**config.mk**
```make
export PLATFORM = sky130hd
export DESIGN_NAME = pc_sequencer
export DESIGN_NICKNAME = d
export VERILOG_FILES = /design/src/rtl/pc_sequencer.sv
export SDC_FILE = /design/constraint.sdc
export NUM_CORES = 1
export LEC_CHECK = 0
export ABC_AREA = 1
export ABC_CLOCK_PERIOD_IN_PS = 3500
export BUFFER_PORTS_ARGS = -buffer_cell sky130_fd_sc_hd__buf_2
export CORE_MARGIN = 2
export CORE_UTILIZATION = 35
export DETAILED_ROUTE_END_ITERATION = 6
export GPL_TIMING_DRIVEN = 0
export PLACE_DENSITY_LB_ADDON = 0.25
export SETUP_SLACK_MARGIN = 0.05
export SLEW_MARGIN = 20
export SYNTH_ARGS = -nofsm -noshare
export SYNTH_HDL_FRONTEND = slang
export SYNTH_SLANG_ARGS = --single-unit
export TNS_END_PERCENT = 20
```
**constraint.sdc**
```tcl
create_clock -name clk -period 3.5 [get_ports clk]
set_clock_uncertainty 0.1 [all_clocks]
set_input_delay 0.875 -clock clk [delete_from_list [all_inputs] [get_ports clk]]
set_output_delay 0.875 -clock clk [all_outputs]
set_load 0.03 [all_outputs]
```
**src/rtl/pc_sequencer.sv**
```systemverilog
// pc_sequencer: fetch/branch controller and sole owner of the PC control lines.
// Fetches one instruction at a time (fetch_req/fetch_ack), captures its op
// class, target and condition, then issues at most one PC pulse
// (pc_inc / pc_jump / pc_reset) per instruction. A DEPTH-entry LIFO holds
// return addresses for CALL/RET; overflow or underflow parks the block in
// a sticky ERROR state that only reset leaves.
// Ports:
//   clk, reset (sync, active high), start
//   pc_q                       current PC value
//   fetch_ack, op, target, cond instruction memory response
//   pc_inc, pc_jump, pc_reset, pc_data  PC register controls
//   fetch_req                  instruction fetch request
//   busy, halted, stack_err    status
// All outputs decode from state and captured registers only (Moore).
module pc_sequencer #(
  parameter int WIDTH = 16,
  parameter int DEPTH = 4
) (
  input  logic             clk,
  input  logic             reset,
  input  logic             start,
  input  logic [WIDTH-1:0] pc_q,
  input  logic             fetch_ack,
  input  logic [2:0]       op,
  input  logic [WIDTH-1:0] target,
  input  logic             cond,
  output logic             pc_inc,
  output logic             pc_jump,
  output logic             pc_reset,
  output logic [WIDTH-1:0] pc_data,
  output logic             fetch_req,
  output logic             busy,
  output logic             halted,
  output logic             stack_err
);

  localparam int AW = (DEPTH > 1) ? $clog2(DEPTH) : 1;

  localparam logic [2:0] OP_JMP   = 3'd1;
  localparam logic [2:0] OP_JCOND = 3'd2;
  localparam logic [2:0] OP_CALL  = 3'd3;
  localparam logic [2:0] OP_RET   = 3'd4;
  localparam logic [2:0] OP_HALT  = 3'd5;

  typedef enum logic [2:0] {
    S_IDLE, S_RESET_PC, S_FETCH, S_EXEC, S_HALT, S_ERROR
  } state_t;

  state_t           state, nxt;
  logic [2:0]       op_r;
  logic [WIDTH-1:0] tgt_r;
  logic             cond_r;

  // sp counts valid entries (0..DEPTH), so it needs one bit more than the index
  logic [AW:0]      sp, sp_m1;
  logic [WIDTH-1:0] stk [DEPTH];
  logic             full, empty, do_push, do_pop;

  assign sp_m1   = sp - 1'b1;
  assign full    = (sp == (AW+1)'(DEPTH));
  assign empty   = (sp == '0);
  assign do_push = (state == S_EXEC) && (op_r == OP_CALL) && !full;
  assign do_pop  = (state == S_EXEC) && (op_r == OP_RET) && !empty;

  always_ff @(posedge clk) begin
    if (reset) begin
      state  <= S_IDLE;
      sp     <= '0;
      op_r   <= '0;
      tgt_r  <= '0;
      cond_r <= 1'b0;
    end else begin
      state <= nxt;
      if (state == S_RESET_PC) sp <= '0;
      else if (do_push)        sp <= sp + 1'b1;
      else if (do_pop)         sp <= sp_m1;
      if (state == S_FETCH && fetch_ack) begin
        op_r   <= op;
        tgt_r  <= target;
        cond_r <= cond;
      end
    end
  end

  // Return address is the calling instruction's address + 1, wrapping at 2^WIDTH
  always_ff @(posedge clk) begin
    if (!reset && do_push) stk[sp[AW-1:0]] <= pc_q + 1'b1;
  end

  always_comb begin
    nxt       = state;
    pc_inc    = 1'b0;
    pc_jump   = 1'b0;
    pc_reset  = 1'b0;
    pc_data   = '0;
    fetch_req = 1'b0;
    busy      = 1'b0;
    halted    = 1'b0;
    stack_err = 1'b0;
    case (state)
      S_IDLE: if (start) nxt = S_RESET_PC;
      S_RESET_PC: begin
        busy     = 1'b1;
        pc_reset = 1'b1;
        nxt      = S_FETCH;
      end
      S_FETCH: begin
        busy      = 1'b1;
        fetch_req = 1'b1;
        if (fetch_ack) nxt = S_EXEC;
      end
      S_EXEC: begin
        busy = 1'b1;
        nxt  = S_FETCH;
        case (op_r)
          OP_JMP: begin
            pc_jump = 1'b1;
            pc_data = tgt_r;
          end
          OP_JCOND: begin
            if (cond_r) begin
              pc_jump = 1'b1;
              pc_data = tgt_r;
            end else begin
              pc_inc = 1'b1;
            end
          end
          OP_CALL: begin
            if (full) nxt = S_ERROR;
            else begin
              pc_jump = 1'b1;
              pc_data = tgt_r;
            end
          end
          OP_RET: begin
            if (empty) nxt = S_ERROR;
            else begin
              pc_jump = 1'b1;
              pc_data = stk[sp_m1[AW-1:0]];
            end
          end
          OP_HALT: nxt = S_HALT;
          default: pc_inc = 1'b1;  // SEQ and reserved op classes
        endcase
      end
      S_HALT: begin
        halted = 1'b1;
        if (start) nxt = S_RESET_PC;
      end
      S_ERROR: begin
        halted    = 1'b1;
        stack_err = 1'b1;
      end
      default: nxt = S_IDLE;
    endcase
  end

endmodule

```
# ---- Word level (Yosys, flattened, before mapping)
# Memory sizes are Yosys's and may differ from the RTL's.
# Cells that the tools add are included.
dict set report classes {
  n_addsub 3
  n_eq_ne 13
  n_bitwise 1
  reduce_logical 18
  n_mux 28
}
# op n
set ops {}
lappend ops {{$mux 16} 4}
lappend ops {{$pmux 16 s4} 1}
lappend ops {{$mux 3} 6}
lappend ops {{$add 16x1->16 const B} 1}
lappend ops {{$eq 3x3->1 const B} 5}
lappend ops {{$pmux 3 s5} 1}
lappend ops {{$mux 1} 13}
lappend ops {{$eq 3x2->1 const B} 4}
lappend ops {{$pmux 3 s3} 1}
lappend ops {{$eq 3x1->1 const B} 2}
lappend ops {{$logic_and 1x1->1} 6}
lappend ops {{$logic_not 3->1} 2}
lappend ops {{$reduce_or 2->1} 3}
lappend ops {{$pmux 1 s4} 1}
lappend ops {{$reduce_or 4->1} 1}
lappend ops {{$add 3x1->3 const B} 1}
lappend ops {{$logic_not 1->1} 3}
lappend ops {{$reduce_and 3->1} 1}
lappend ops {{$reduce_or 3->1} 1}
lappend ops {{$sub 3x1->3 const B} 1}
lappend ops {{$ne 2x1->1 const B} 1}
lappend ops {{$ne 2x2->1 const B} 1}
lappend ops {{$pmux 1 s2} 1}
lappend ops {{$reduce_bool 2->1} 1}
lappend ops {{$not 1->1} 1}
dict set report totals {
  ram_bits 64
  regBits 26
  n_memories 1
  elab_cells 69
  in_bits 40
}
# name depth width read_ports rd_ports_with_merged_regs write_ports line_no
set memory_table {}
lappend memory_table {stk 4 16 1 0 1 56} ;# logic [WIDTH-1:0] stk [DEPTH];

# ---- Longest topological paths before layout
dict set report logic_depth {
  ltp_word 6
  depth_mapped 12
  depth_no_buf 11
}

# ---- Least setup slack after synthesis
# Ideal clock, no wire load.
dict set report synth_timing {
  path_kind {reg2out}
  startpoint {reg sp[0]}
  endpoint {out pc_data[5]}
  slack_ns 0.451
  stages_incl_launch_ff 9
  t_arrival_ns 2.074
  required_ns 2.525
  cell_sequence {dfxtp_1 -> inv_1 -> buf_2 -> ha_1 -> clkbuf_1 -> o21ai_0 -> o22ai_1 -> nand2_1 -> a21oi_1}
}
dict set report synth_between {
  elab_chain_len 5
  elab_cells_between_ends 8
}
# item line_no
set synth_lines {}
lappend synth_lines {{from (decl)} 55} ;# logic [AW:0] sp, sp_m1;
lappend synth_lines {{from (signal assigned)} 75} ;# else if (do_push) sp <= sp + 1'b1;
lappend synth_lines {{from (signal assigned)} 76} ;# else if (do_pop) sp <= sp_m1;
lappend synth_lines {{$sub 3x1->3} 59} ;# assign sp_m1 = sp - 1'b1;
lappend synth_lines {{$mem_v2 4x16} n/a}
lappend synth_lines {{$mux 16} 136} ;# if (empty) nxt = S_ERROR;
lappend synth_lines {{$pmux 16 s4 *} 115} ;# case (op_r)
lappend synth_lines {{$mux 16 *} 100} ;# case (state)
lappend synth_lines {{to (decl)} 30} ;# output logic [WIDTH-1:0] pc_data,
# Mark *: on every way between the ends. The rest lies on a longest branch, timed or not.

# ---- Worst setup path in the final report
# Ends and elaborated chain as after synthesis.

==> flow_summary_export.csv <==
group,metric,value,unit
run_status,run_status,"finished clean",
cts,clock_tree.htree_level_count,3,
worst_setup_path,max_stage_delay,410,ps
routing,remaining_drc_errors,0,
power_and_ir_drop,swShare,24.5,%
cts,cts_inserted_buffers,9,
global_routing,pin_count_of_the_biggest_net_entering_global_routing,19,
worst_setup_path,critPathLaunchType,"register",
final_layout,area_growth_from_synthesis_to_layout,20.8,%
power_and_ir_drop,cellLeakagePower,2.07,nW
worst_setup_path,timing.critical_path.from,"sp[0]$_SDFFE_PP0P_",
synth,synthesis.area_per_instance,9.60,um^2
synth,synth-edff-count,64,
place,port-buffer-count,62,
worst_setup_path,regToRegSetupSlack,940,ps
synth,syn_inst,449,
power_and_ir_drop,power_report.internal_total,1.72,mW
synth,yosys.cell_count.top_type,"sky130_fd_sc_hd__nor2_1",
synth,synth_seq_cells,90,
routing,drt-pass1-iter-count,4,
worst_setup_path,worst-path-max-fanout,12,
synth,top_post_synthesis_cells_by_count,"88 x sky130_fd_sc_hd__nor2_1, 64 x sky130_fd_sc_hd__edfxtp_1, 57 x sky130_fd_sc_hd__nand2_1, 41 x sky130_fd_sc_hd__o21ai_0, 29 x sky130_fd_sc_hd__inv_1",
job,drv_cap,0,
cts,clockRootBuffer,"sky130_fd_sc_hd__clkbuf_16",
power_and_ir_drop,clockPowerShare,41.2,%
timing,fmaxAchievable,0.300,GHz
synth,synth_area_leaders,"sky130_fd_sc_hd__edfxtp_1 45%, sky130_fd_sc_hd__dfxtp_1 12%, sky130_fd_sc_hd__nor2_1 7.7%",
synth,post_synth_num_cell_types,33,
timing,pins_over_slew_limit,0,
global_routing,grt_first_pass_wirelength,14900,um
power_and_ir_drop,pwr_dens,438,nW/um^2
timing,final_hold_viol_count,0,
min_path,min_path_type,"register to register",
final_layout,final.fill_count,1180,
worst_setup_path,crit_path_top_delay_cell,"sky130_fd_sc_hd__dfxtp_4",
synth,synthFlopType,"sky130_fd_sc_hd__edfxtp_1",
floorplan,start_util,35.9,%
worst_setup_path,timing.critical_path.required,2520,ps
worst_setup_path,rr_worst_depth,9,
worst_setup_path,criticalPathCategory,"register to output pin",
routing,routed_wirelength_normalized_by_instance_count,14.2,um
worst_setup_path,worst_r2r_startpoint,"sp[0]$_SDFFE_PP0P_",
timing,tightestPinTransition,600,ps
power_and_ir_drop,share_seq_of_total_power,51.5,%
global_routing,gr-usage-all-layers,14.7,%
routing,detail_route.vias_per_cell,4.69,
cts,clk_pin_slew_worst_paths,70,ps
power_and_ir_drop,vdd.ir_drop.worst,0.302,mV
floorplan,floorplan.io_pins,63,
floorplan,num_rows,40,
routing,ant_nets,0,
routing,first_iter_violations,182,
routing,dr_total_vias,3183,
floorplan,vert_die_dim,115,um
power_and_ir_drop,comb_power_share,7.4,%
timing,layout_worst_path_cycle_share,95.2,%
synth,mappedNetlistNets,495,
place,dp_hpwl,7120,um
synth,netlist_area,4310,um^2
global_routing,grt_pass1_vias,2944,
worst_setup_path,regToRegEndpoint,"stk[2][4]$_DFFE_PP_",
worst_setup_path,endpoint,"pc_data[5]",
timing,rsz_0062_raised_after_global_routing,"yes",
floorplan,fp.dieW,115,um
global_routing,antenna_found_initial,0,
cts,cts_hold_buffers,0,
final_layout,final_core_utilization,43.4,%
floorplan,placeableCoreArea,12000,um^2
global_routing,grt_overflow_total,0,
final_layout,fraction_of_layout_instances_using_a_drive_strength_above_1,27.3,%
synth,yosysWarnings,0,
synth,seq_area_frac_synth,56.6,%
power_and_ir_drop,power_switching,0.560,mW
timing,holdWs,421,ps
worst_setup_path,endpoint_kind,"output pin",
cts,worstSkewPairLatency,340,ps
final_layout,antennaDiodeCount,0,
cts,clock_tree_from_tritoncts,"built",
worst_setup_path,worst_ep_arrival_time,2360,ps
synth,synth_largest_type_area_fraction,44.6,%
cts,post-cts-setup-buffers,0,
place,globalplace.congestion,0.820,
worst_setup_path,path_cells,"inv_2, buf_6, ha_4, buf_4, o21ai_0, o22ai_1, nand2_1, a21oi_1, buf_2",
timing,postLayoutSetupSlackWorst,168,ps
final_layout,nets,572,
timing,slew_headroom,60.0,%
routing,total_wirelength,9660,um
timing,period_minus_slack,3330,ps
place,dp_slack,-216,ps
floorplan,design.die.area,13200,um^2
cts,clockBufferDepth,2,
cts,cts_num_sinks,90,
synth,synth_area_leader_cell,"sky130_fd_sc_hd__edfxtp_1",
synth,postSynth.asyncResetShare,0,%
timing,setup_viol_count_final,0,
## per-layer routing
layer	routed length, um	track usage, %	share of wire, %
met1	4790	21.1	50
met2	4280	23.0	44
met3	417	1.79	4.3
met4	171	5.06	1.8
met5	0	0	0
## worst max-delay path: cells and delay by family, from the launching register on
kind	cells	cell delay, ps
buffers and inverters	4	660
flip-flops	1	410
AO/OA/AOI/OAI	3	530
adder cells (fa/ha/maj)	1	320
AND/OR/NAND/NOR	1	100
## how the worst min path moves through the flow
stage	end	from	slack [ps]	depth (start not counted)
after floorplan	tgt_r[0]$_SDFFE_PP0P_	tgt_r[0]$_SDFFE_PP0P_	360	2
after global placement	tgt_r[0]$_SDFFE_PP0P_	tgt_r[0]$_SDFFE_PP0P_	400	2
after detailed placement	tgt_r[0]$_SDFFE_PP0P_	tgt_r[0]$_SDFFE_PP0P_	390	2
after CTS	tgt_r[0]$_SDFFE_PP0P_	tgt_r[0]$_SDFFE_PP0P_	410	2
after global routing	tgt_r[0]$_SDFFE_PP0P_	tgt_r[0]$_SDFFE_PP0P_	430	2
final	tgt_r[0]$_SDFFE_PP0P_	tgt_r[0]$_SDFFE_PP0P_	420	2
## layout by cell type (no fill, tap or decap), drive strengths merged
master / instances
dfxtp: 26
nor2: 93
a41oi: 1
nor3: 4
nand3b: 1
clkinvlp: 1
xor2: 14
clkinv: 2
o21ai: 51
xnor2: 2
ha: 6
clkbuf: 15
a21oi: 27
o22ai: 15
nand4: 2
inv: 38
edfxtp: 64
nand2: 73
buf: 77
nand3: 19
## kinds of logic (layout without fill, tap and decap cells)
kind of cell	count (synthesis)	after routing	synth area share, %
and+or+nand+nor	192	192	20.2
AOI/OAI and AO/OA	94	94	12.4
DFF	90	90	56.6
buffers and inverters	51	133	5.75
xor gates and xnor gates	16	16	3.25
adders and majority gates	6	6	1.74
## power by group through the flow
| stage | logic, mW | registers [mW] | clock network (mW) |
|---|---|---|---|
| 3_5_place_dp | 0.170 | 1.20 | 0 |
| 3_3_place_gp | 0.166 | 1.20 | 0 |
| 2_1_floorplan | 0.113 | 1.20 | 0 |
| 6_report | 0.168 | 1.17 | 0.940 |
| 5_1_grt | 0.188 | 1.18 | 0.998 |
| 4_1_cts | 0.171 | 1.17 | 0.954 |
## through the flow
step / total power [mW] / cell area [um^2] / TNS (ps) / cells
floorplan: 1.31 / 4310 / 0 / 449
finish: 2.28 / 5210 / 0 / 678
detailed placement: 1.37 / 4860 / -1500 / 662
global route: 2.36 / 5210 / 0 / 678
CTS: 2.30 / 5180 / 0 / 678
global placement: 1.36 / 4810 / -2590 / 658
## area by class of cell
class                      count  area [um^2]  share of cell area, %
sequential                    90         2450                   47.0
timing repair buffer          66          364                   6.99
tap                          147          184                   3.53
buffer                        17          131                   2.52
clock buffer                   9          225                   4.32
multi-input combinational    308         1660                   31.8
inverter                      34          133                   2.55
clock inverter                 7         67.6                   1.30
## what timing repair did
| item | CTS | global route |
|---|---|---|
| gates cloned | 0 | 0 |
| gates resized for setup | 12 | 5 |
| endpoints found under the setup margin | 16 | 13 |
| pin swaps | 1 | 3 |
| hold endpoints to repair | 0 | 0 |
## state kept, by name, indices dropped and copies added (netlist names)
register	cells
stk	64
sp	3
cond_r	1
state	3
op_r	3
tgt_r	16
Power figures use the tool's default switching activity.
